$ cat config.mk
export PLATFORM = sky130hd
export DESIGN_NAME = branch_predictor
export DESIGN_NICKNAME = d
export VERILOG_FILES = /design/src/rtl/branch_predictor.sv
export SDC_FILE = /design/constraint.sdc
export NUM_CORES = 1
export LEC_CHECK = 0
export CELL_PAD_IN_SITES_DETAIL_PLACEMENT = 1
export CELL_PAD_IN_SITES_GLOBAL_PLACEMENT = 1
export CORE_MARGIN = 1
export CORE_UTILIZATION = 49
export CTS_BUF_LIST = sky130_fd_sc_hd__clkbuf_4 sky130_fd_sc_hd__clkbuf_8 sky130_fd_sc_hd__clkbuf_16
export CTS_CLUSTER_DIAMETER = 120
export DETAILED_ROUTE_END_ITERATION = 7
export DONT_BUFFER_PORTS = 1
export MAX_ROUTING_LAYER = met4
export PLACE_DENSITY = 0.81
export SLEW_MARGIN = 20
export SYNTH_ARGS = -nofsm -noshare
export SYNTH_HDL_FRONTEND = slang
export SYNTH_SLANG_ARGS = --single-unit
$ cat constraint.sdc
create_clock -name clk -period 5.9 [get_ports clk]
set_input_delay 0.295 -clock clk [delete_from_list [all_inputs] [get_ports clk]]
set_output_delay 0.295 -clock clk [all_outputs]
set_load 0.02 [all_outputs]
$ cat src/rtl/branch_predictor.sv
// branch_predictor: 2-bit saturating-counter branch direction predictor for the RV32I core.
// Ports: clk, rst (sync, active-high); fetch_valid/fetch_pc -> pred_valid/pred_taken (1-cycle latency);
// upd_valid/upd_pc/upd_taken/upd_pred_taken train the table and drive mispredict;
// init_done marks the end of the table sweep; stat_branches/stat_mispred are event counters.
// Optional macro BP_STATS_EN enables the stat counters; otherwise both stat outputs are tied to 0.
module branch_predictor #(
  parameter int          IDX_BITS   = 6,
  parameter logic [1:0]  INIT_STATE = 2'b01
) (
  input  logic        clk,
  input  logic        rst,
  input  logic        fetch_valid,
  input  logic [31:0] fetch_pc,
  output logic        pred_valid,
  output logic        pred_taken,
  input  logic        upd_valid,
  input  logic [31:0] upd_pc,
  input  logic        upd_taken,
  input  logic        upd_pred_taken,
  output logic        mispredict,
  output logic        init_done,
  output logic [31:0] stat_branches,
  output logic [31:0] stat_mispred
);
  typedef enum logic {INIT, RUN} state_t;
  state_t              state;
  logic [IDX_BITS-1:0] init_idx;
  logic [1:0]          tbl [2**IDX_BITS];
  logic [IDX_BITS-1:0] fetch_idx, upd_idx;
  logic [1:0]          upd_cur, upd_next;
  logic                mis;
  logic                unused_pc_bits;
  assign fetch_idx = fetch_pc[IDX_BITS+1:2];
  assign upd_idx   = upd_pc[IDX_BITS+1:2];
  assign upd_cur   = tbl[upd_idx];
  assign upd_next  = upd_taken ? ((upd_cur == 2'b11) ? upd_cur : upd_cur + 2'b01)
                               : ((upd_cur == 2'b00) ? upd_cur : upd_cur - 2'b01);
  assign mis       = upd_valid & (upd_taken ^ upd_pred_taken);
  // Upper and byte-offset PC bits deliberately alias onto the same entry.
  assign unused_pc_bits = ^{fetch_pc[31:IDX_BITS+2], fetch_pc[1:0], upd_pc[31:IDX_BITS+2], upd_pc[1:0]};
  // The single table write port belongs to the sweep in INIT and to training in RUN.
  always_ff @(posedge clk) begin
    if (rst) begin
      state      <= INIT;
      init_idx   <= '0;
      pred_valid <= 1'b0;
      pred_taken <= 1'b0;
      mispredict <= 1'b0;
      init_done  <= 1'b0;
    end else begin
      pred_valid <= fetch_valid;
      pred_taken <= (state == RUN) & tbl[fetch_idx][1];
      mispredict <= mis;
      if (state == INIT) begin
        tbl[init_idx] <= INIT_STATE;
        init_idx      <= init_idx + 1'b1;
        if (&init_idx) begin
          state     <= RUN;
          init_done <= 1'b1;
        end
      end else if (upd_valid) begin
        tbl[upd_idx] <= upd_next;
      end
    end
  end
`ifdef BP_STATS_EN
  logic [31:0] cnt_br, cnt_mp;
  always_ff @(posedge clk) begin
    if (rst) begin
      cnt_br <= '0;
      cnt_mp <= '0;
    end else if (state == RUN && upd_valid) begin
      cnt_br <= cnt_br + 32'd1;
      if (mis) cnt_mp <= cnt_mp + 32'd1;
    end
  end
  assign stat_branches = cnt_br;
  assign stat_mispred  = cnt_mp;
`else
  assign stat_branches = 32'h0;
  assign stat_mispred  = 32'h0;
`endif
endmodule

Yosys cells after proc, flatten, opt, wreduce, memory -nomap -nowiden:

Memories as Yosys holds them, arrays and structs flattened.
Cells that the tools add are included.

* bits in read-only memories: 0
* memories kept: 1
* output and inout port bits: 68
* bits of input ports: 70
* RAM bits: 128
* logic and storage cells: 34
* bits in registers: 11
* bits in latches: 0

* multiply operators: 0
* shift-type cells: 0
* divide/modulo/power cells: 0
* add/subtract/negate cells: 3
* reduce and logical (&&, ||, !) cells: 4
* equal/unequal tests: 1
* muxes and demuxes: 15
* bitwise operators: 4
* magnitude comparators: 0

Memories
* tbl: depth 64, bits a word 2, rd ports 2, clocked after Yosys merged registers in 0, wr ports 1, line 28 `logic [1:0] tbl [2**IDX_BITS];`

Operator list (number)
* 1-bit two-way mux: 10
* 2-bit two-way mux: 4
* 7-bit AND reduction: 1
* 6-bit by 1-bit adder with 6-bit output (second input constant): 1
* 6-bit two-way mux: 1
* 6-bit AND reduction: 1
* 2-bit by 1-bit adder with 2-bit output (second input constant): 1
* 1-bit AND: 2
* 2-bit equality test (second input constant): 1
* 2-bit zero test: 1
* 2-bit OR reduction: 1
* 2-bit by 1-bit subtractor with 2-bit output (second input constant): 1
* 1-bit inverter: 1
* 1-bit XOR: 1

Logic depth before layout (Yosys ltp):

Gate-level depths: netlist of the first run.

* depth after elaboration: 6
* gate-level depth with buffers: 9
* depth with buffers taken out: 7

Worst setup path after synthesis of the first run:

OpenSTA, ideal clock, no wires.

* kind: input -> register
* from: input port upd_pc[2]
* to: memory tbl[0][0] (data pin)
* stages: 9
* path buffers: 2
* data required time: 5199 ps
* arrival: 4533 ps
* slack: 666 ps
* library setup time: 701 ps
* cells stage by stage: buf_2 buf_2 mux4_2 a32oi_1 o211ai_1 nor2_1 o2bb2ai_1 a21oi_1 o21ai_0

* word-level cells in the longest chain between the ends: 5
* elaborated cells on any way between the ends: 9
* classes of those cells: add/sub: 2; eq/ne: 1; mux: 4; reduce/logical: 1; memory: 1

Ends and longest elaborated chain
* from (decl): line 17 `input logic [31:0] upd_pc,`
* memory 64 x 2 bit *
* 2-bit by 1-bit subtractor with 2-bit output, or another cell as far along: line 37 `: ((upd_cur == 2'b00) ? upd_cur : upd_cur - 2'b01);`
* 2-bit two-way mux, on equally long branches: line 37, 36
* 2-bit two-way mux *: line 36 `assign upd_next = upd_taken ? ((upd_cur == 2'b11) ? upd_cur : upd_cur + 2'b01)`
* 2-bit two-way mux (no line) *
* to (decl): line 28

Mark *: on every way between the ends. The rest lies on a longest branch, timed or not.

==> results.cfg, run 1 <==
[critical_path]
worstRegToRegCells = 8
crit_arrival_ns = 3.31
required_ns = 6.08
critPathCaptureType = flop
path_class = flop to flop
cp-start-kind = flop
crit_fanout = 40

[sta]
max-slew-margin-rel = 0.559
finalCriticalPeriod_ns = 3.13
setup_viol = 0
report.final.slew_viol_count = 0
hold_viol = 0
hold_slack_ns = 0.00964
fin_crit_sh = 0.530
setup_slack_ns = 2.77
tns_ns = 0
skew_ns = 0.0101
rsz0062_at_grt = no
tightestPinTransition_ns = 0.659
max_freq_mhz = 320

[clock_tree]
clock_latency_ns = 0.42
clockBufferDepth = 2
numClockSinks = 139
clk_pin_slew_ns = 0.06
ctsHtreeMaxLevel = 4
cts_root_buf = clkbuf_16
post_cts_buffers = 0
cts_tree = yes
cts-buffers-inserted = 17

[drt]
routedWlPerCell_um = 25.1
avgViaCountPerCell = 6.05
totalWireLength_um = 16900
drcViolationCount = 0
first_iter_violations = 336
dr.pass1.iters = 4
ant_nets = 0
num_vias = 4075

[power]
p_leak_nw = 2.59
p_per_area_mw_per_mm2 = 305
max-vdd-ir-drop_mv = 0.215
power_mw = 2.26

[grt]
grt_overflow = 0
antenna_found_initial = 0
grt_max_degree = 45
track_usage = 0.259
grt_pass1_wl_um = 25800
grt_pass1_vias = 4266

[placement]
hpwl_um = 10900
place_ws_ns = 2.85
io_buffers = 0
gp_congestion = 0.844

[hold_path]
hold_depth = 1
worstHoldPathType = input port to flop

[finish]
layout.nets = 555
final_util = 0.550
n_antenna_cell = 0
syn_to_final_growth_pct = 7.49
fillers = 1281
drive_gt1_frac = 0.181

[logic_synthesis]
yosys.area.top_type = edfxtp_1
synth_edf_count = 128
synth_area_leaders = edfxtp_1 56%, mux4_2 17%, buf_4 7.1%
syn_area_per_cell_um2 = 14.2
syn_inst = 485
synth_flop_cell = edfxtp_1
yosysMostFrequentCell = edfxtp_1
yosysSeqAreaShare = 0.591
synth-async-reset-ratio = 0
ys_ff_latch = 139
synth_cell_types = 43
synthTopCellsByCount = 128 x edfxtp_1, 80 x nor2_1, 65 x buf_4
syn_area_mm2 = 0.00688
synth_top_area_frac = 0.559
synth-warning-count = 0

[die]
die_y_um = 120
fp.dieW_um = 120
die_area_mm2 = 0.0145
rows = 42
start_util = 0.511
io-pin-count = 138
core-area_mm2 = 0.0135

[flow_run]
max_cap_violations = 0

[outcome]
status = complete, no violations
-- state kept, by name, summed over array words and instances, names as in the netlist --
signal	count
tbl	128
init_idx	6
init_done	1
mispredict	1
pred_taken	1
pred_valid	1
state	1
-- what timing repair did --
item / 4_1_cts / 5_1_grt
endpoints found under the setup margin: 0 / 0
hold endpoints to repair: 10 / 0
gates resized for setup: 0 / 0
hold buffers: 1 / 0
-- stage by stage --
step,std cells,cell area (µm²)
3_5_place_dp,640,6800
6_report,673,7390
4_1_cts,673,7390
5_1_grt,673,7390
2_1_floorplan,548,7110
3_3_place_gp,640,6800
-- final timing paths --
path,end,slack (ns),startpoint
setup / recovery,tbl[16][0],2.77,tbl[10][0]
setup reg to reg,tbl[16][0],2.77,tbl[10][0]
hold / removal,pred_valid,0.01,fetch_valid
hold reg to reg,init_idx[5],0.60,init_idx[5]
-- kinds of logic after synthesis --
group	share of synthesized area
flip-flops	0.591
XOR/XNOR	0.00637
AO/OA/AOI/OAI	0.0387
adder cells (fa/ha/maj)	0.00182
other	0.000545
multiplexers	0.181
buffers and inverters	0.0859
AND/OR/NAND/NOR	0.0950
-- area by class of cell --
cell class                 count  area, µm²  area share
sequential                   139       4060       0.550
timing repair buffer           4       32.5     0.00440
inverter                       2       7.51     0.00102
tap                          176        220      0.0298
clock buffer                  18        433      0.0586
clock inverter                14        154      0.0208
multi-input combinational    320       2480       0.336
-- cells in the final DEF, fill, tap and decap left out, types with 5 or more instances in the layout --
cell	synthesis	final
nand2b_1	6	6
a21oi_1	9	8
mux2i_1	5	5
edfxtp_1	128	128
o21ai_0	9	8
conb_1	1	64
clkbuf_16	0	17
dfxtp_1	11	11
nand2_1	32	32
nor2_1	80	80
mux4_2	53	53
nand3_1	12	12
-- critical path, stage by stage (launching register included) --
cell,delay (ns)
edfxtp_1,0.37
mux4_2,0.47
a22o_1,0.24
a21oi_1,0.17
a31oi_1,0.18
o2bb2ai_1,0.25
a21oi_1,0.17
o21ai_4,0.54
buf_4,0.48
-- where the power goes --
part           switching (mW)  total, mW  internal (mW)
combinational          0.0761      0.118         0.0415
clock                   0.406       1.07          0.662
sequential            0.00483       1.07           1.06
total                   0.487       2.26           1.77
-- per-layer routing --
metal,part of all wire,track usage
met5,0,-
met2,0.50,0.418
met3,0.070,0.0514
met1,0.38,0.310
met4,0.045,0.137
(Power assumes the default switching activity.)
==> run 2, diff against run 1 <==
--- a/config.mk
+++ b/config.mk
@@ -8,7 +8,7 @@
 export CELL_PAD_IN_SITES_DETAIL_PLACEMENT = 1
 export CELL_PAD_IN_SITES_GLOBAL_PLACEMENT = 1
 export CORE_MARGIN = 1
-export CORE_UTILIZATION = 49
+export CORE_UTILIZATION = 47
 export CTS_BUF_LIST = sky130_fd_sc_hd__clkbuf_4 sky130_fd_sc_hd__clkbuf_8 sky130_fd_sc_hd__clkbuf_16
 export CTS_CLUSTER_DIAMETER = 120
 export DETAILED_ROUTE_END_ITERATION = 7
==> constraint.sdc (replaced) <==
create_clock -name clk -period 2.61 [get_ports clk]
set_input_delay 0.1305 -clock clk [delete_from_list [all_inputs] [get_ports clk]]
set_output_delay 0.1305 -clock clk [all_outputs]
set_load 0.02 [all_outputs]
==> run 2 against run 1 <==
- wire length fell by 6.7%
- total power rose by 110%
- setup slack got worse by 2.6 ns
- clock skew barely moved
- hold slack improved by 0.080 ns
- largest power group unchanged
==> results.cfg, run 2 (synthesized netlist as in run 1, its figures left out) <==
[outcome]
status = complete, no violations

[critical_path]
reg2reg_to = tbl[42][0]
worstRegToRegCells = 8
crit_arrival_ns = 2.74
critPathCaptureType = flop
cp-start-kind = flop
reg2reg_slack_ns = 0.13
path_class = flop to flop
reg2reg_from = tbl[11][0]
crit_fanout = 40
required_ns = 2.87

[grt]
track_usage = 0.240
grt_pass1_vias = 4266
grt_pass1_wl_um = 24300
grt_max_degree = 41
grt_overflow = 0
antenna_found_initial = 0

[sta]
hold_slack_ns = 0.0893
skew_ns = 0.0103
fin_crit_sh = 0.950
report.final.slew_viol_count = 0
tightestPinTransition_ns = 0.560
finalCriticalPeriod_ns = 2.48
rsz0062_at_grt = no
hold_viol = 0
max_freq_mhz = 403
tns_ns = 0
max-slew-margin-rel = 0.624
setup_viol = 0

[hold_path]
hold_depth = 2
hp-start = fetch_pc[7]
worstHoldPathType = input port to flop
holdPathEnd = pred_taken

[finish]
fillers = 1371
final_area_mm2 = 0.00745
final_common_cell = edfxtp_1
reg.largest.list = tbl: 128 flops, init_idx: 6 flops
seqCellArea_mm2 = 0.00406
largest_reg_flops = 128
syn_to_final_growth_pct = 8.28
n_antenna_cell = 0
final_cell_mix = 128 x edfxtp_1, 80 x nor2_1, 64 x conb_1
drive_gt1_frac = 0.190
top_register = tbl
layout.nets = 562
multi_input_area_mm2 = 0.00249

[drt]
avgViaCountPerCell = 5.79
first_iter_violations = 344
totalWireLength_um = 15800
routedWlPerCell_um = 23.1
dr.pass1.iters = 4
num_vias = 3958
ant_nets = 0
drcViolationCount = 0

[die]
die_y_um = 123
die_area_mm2 = 0.0151
start_util = 0.488
core-area_mm2 = 0.0141
io-pin-count = 138
fp.dieW_um = 123
rows = 43

[clock_tree]
cts_root_buf = clkbuf_16
clockBufferDepth = 2
numClockSinks = 139
post_cts_buffers = 0
cts_tree = yes
cts-buffers-inserted = 17
clk_pin_slew_ns = 0.06
clock_latency_ns = 0.43
ctsHtreeMaxLevel = 4

[placement]
hpwl_um = 10600
placed_area_mm2 = 0.00687
io_buffers = 0
gp_congestion = 0.860

[flow_run]
max_cap_violations = 0

[power]
p_per_area_mw_per_mm2 = 647
p_leak_nw = 2.61
max-vdd-ir-drop_mv = 0.474
==> run 2: changes by cell type in the layout (fill, tap and decap cells not counted), sizes merged <==
cell         change
buf              +4
bufinv           -3
dlygate4sd3      +3
inv              +2
clkbuf           -1
clkinv           +1
clkinvlp         +1
==> run 2: worst max-delay path, cell delays in order (launching register included) <==
cell and delay [ns]:
edfxtp_1 0.36, mux4_2 0.48, a22o_1 0.26, a21oi_1 0.17, a31oi_1 0.18, o2bb2ai_1 0.24
a21oi_1 0.14, o21ai_4 0.23, buf_12 0.22
==> run 2: metal layers <==
metal  wire length [µm]  vias to the layer above  GRT usage
met1               5880                     2005      0.278
met2               7980                      186      0.377
met5                  0                        -          -
li1                   -                     1722          -
met3               1270                       45     0.0720
met4                646                        0      0.131
==> run 2: where the power goes <==
| group | switching, mW | internal (mW) |
|---|---|---|
| clock | 0.928 | 1.21 |
| sequential | 0.0108 | 2.41 |
| combinational | 0.169 | 0.0977 |
==> run 2: cell type report <==
cell class	instances	area share
flip-flops and latches	139	0.546
repair buffers	11	0.0185
inverters	2	0.00101
well taps	180	0.0302
multi-input cells	320	0.334
clock buffers	17	0.0571
clock inverters	15	0.0136
==> run 2: timing repair <==
item	CTS	global route
resized for setup	0	4
endpoints found under the setup margin	0	88
hold buffers	4	0
endpoints found under the hold margin	11	0
==> run 2: metrics by stage <==
stage	setup WS [ns]	util	instances	total power, mW
after global placement	0.0974	0.487	648	2.71
final	0.130	0.528	684	4.82
after CTS	0.00335	0.528	684	4.84
after detailed placement	0.0206	0.487	648	2.72
after global routing	0.00214	0.528	684	4.94
after floorplan	0.0143	-	548	2.80
==> run 2: worst max-delay path by stage <==
| stage | from | endpoint | slack (ns) | cells past startpoint |
|---|---|---|---|---|
| final | tbl[11][0] | tbl[42][0] | 0.13 | 8 |
| after global routing | tbl[11][0] | tbl[26][0] | 0.002 | 8 |
| after CTS | tbl[11][1] | tbl[29][1] | 0.003 | 8 |
| after detailed placement | tbl[11][1] | tbl[9][1] | 0.02 | 8 |
| after global placement | tbl[11][1] | tbl[10][1] | 0.1 | 8 |
| after floorplan | upd_pc[4] | tbl[0][0] | 0.01 | 9 |
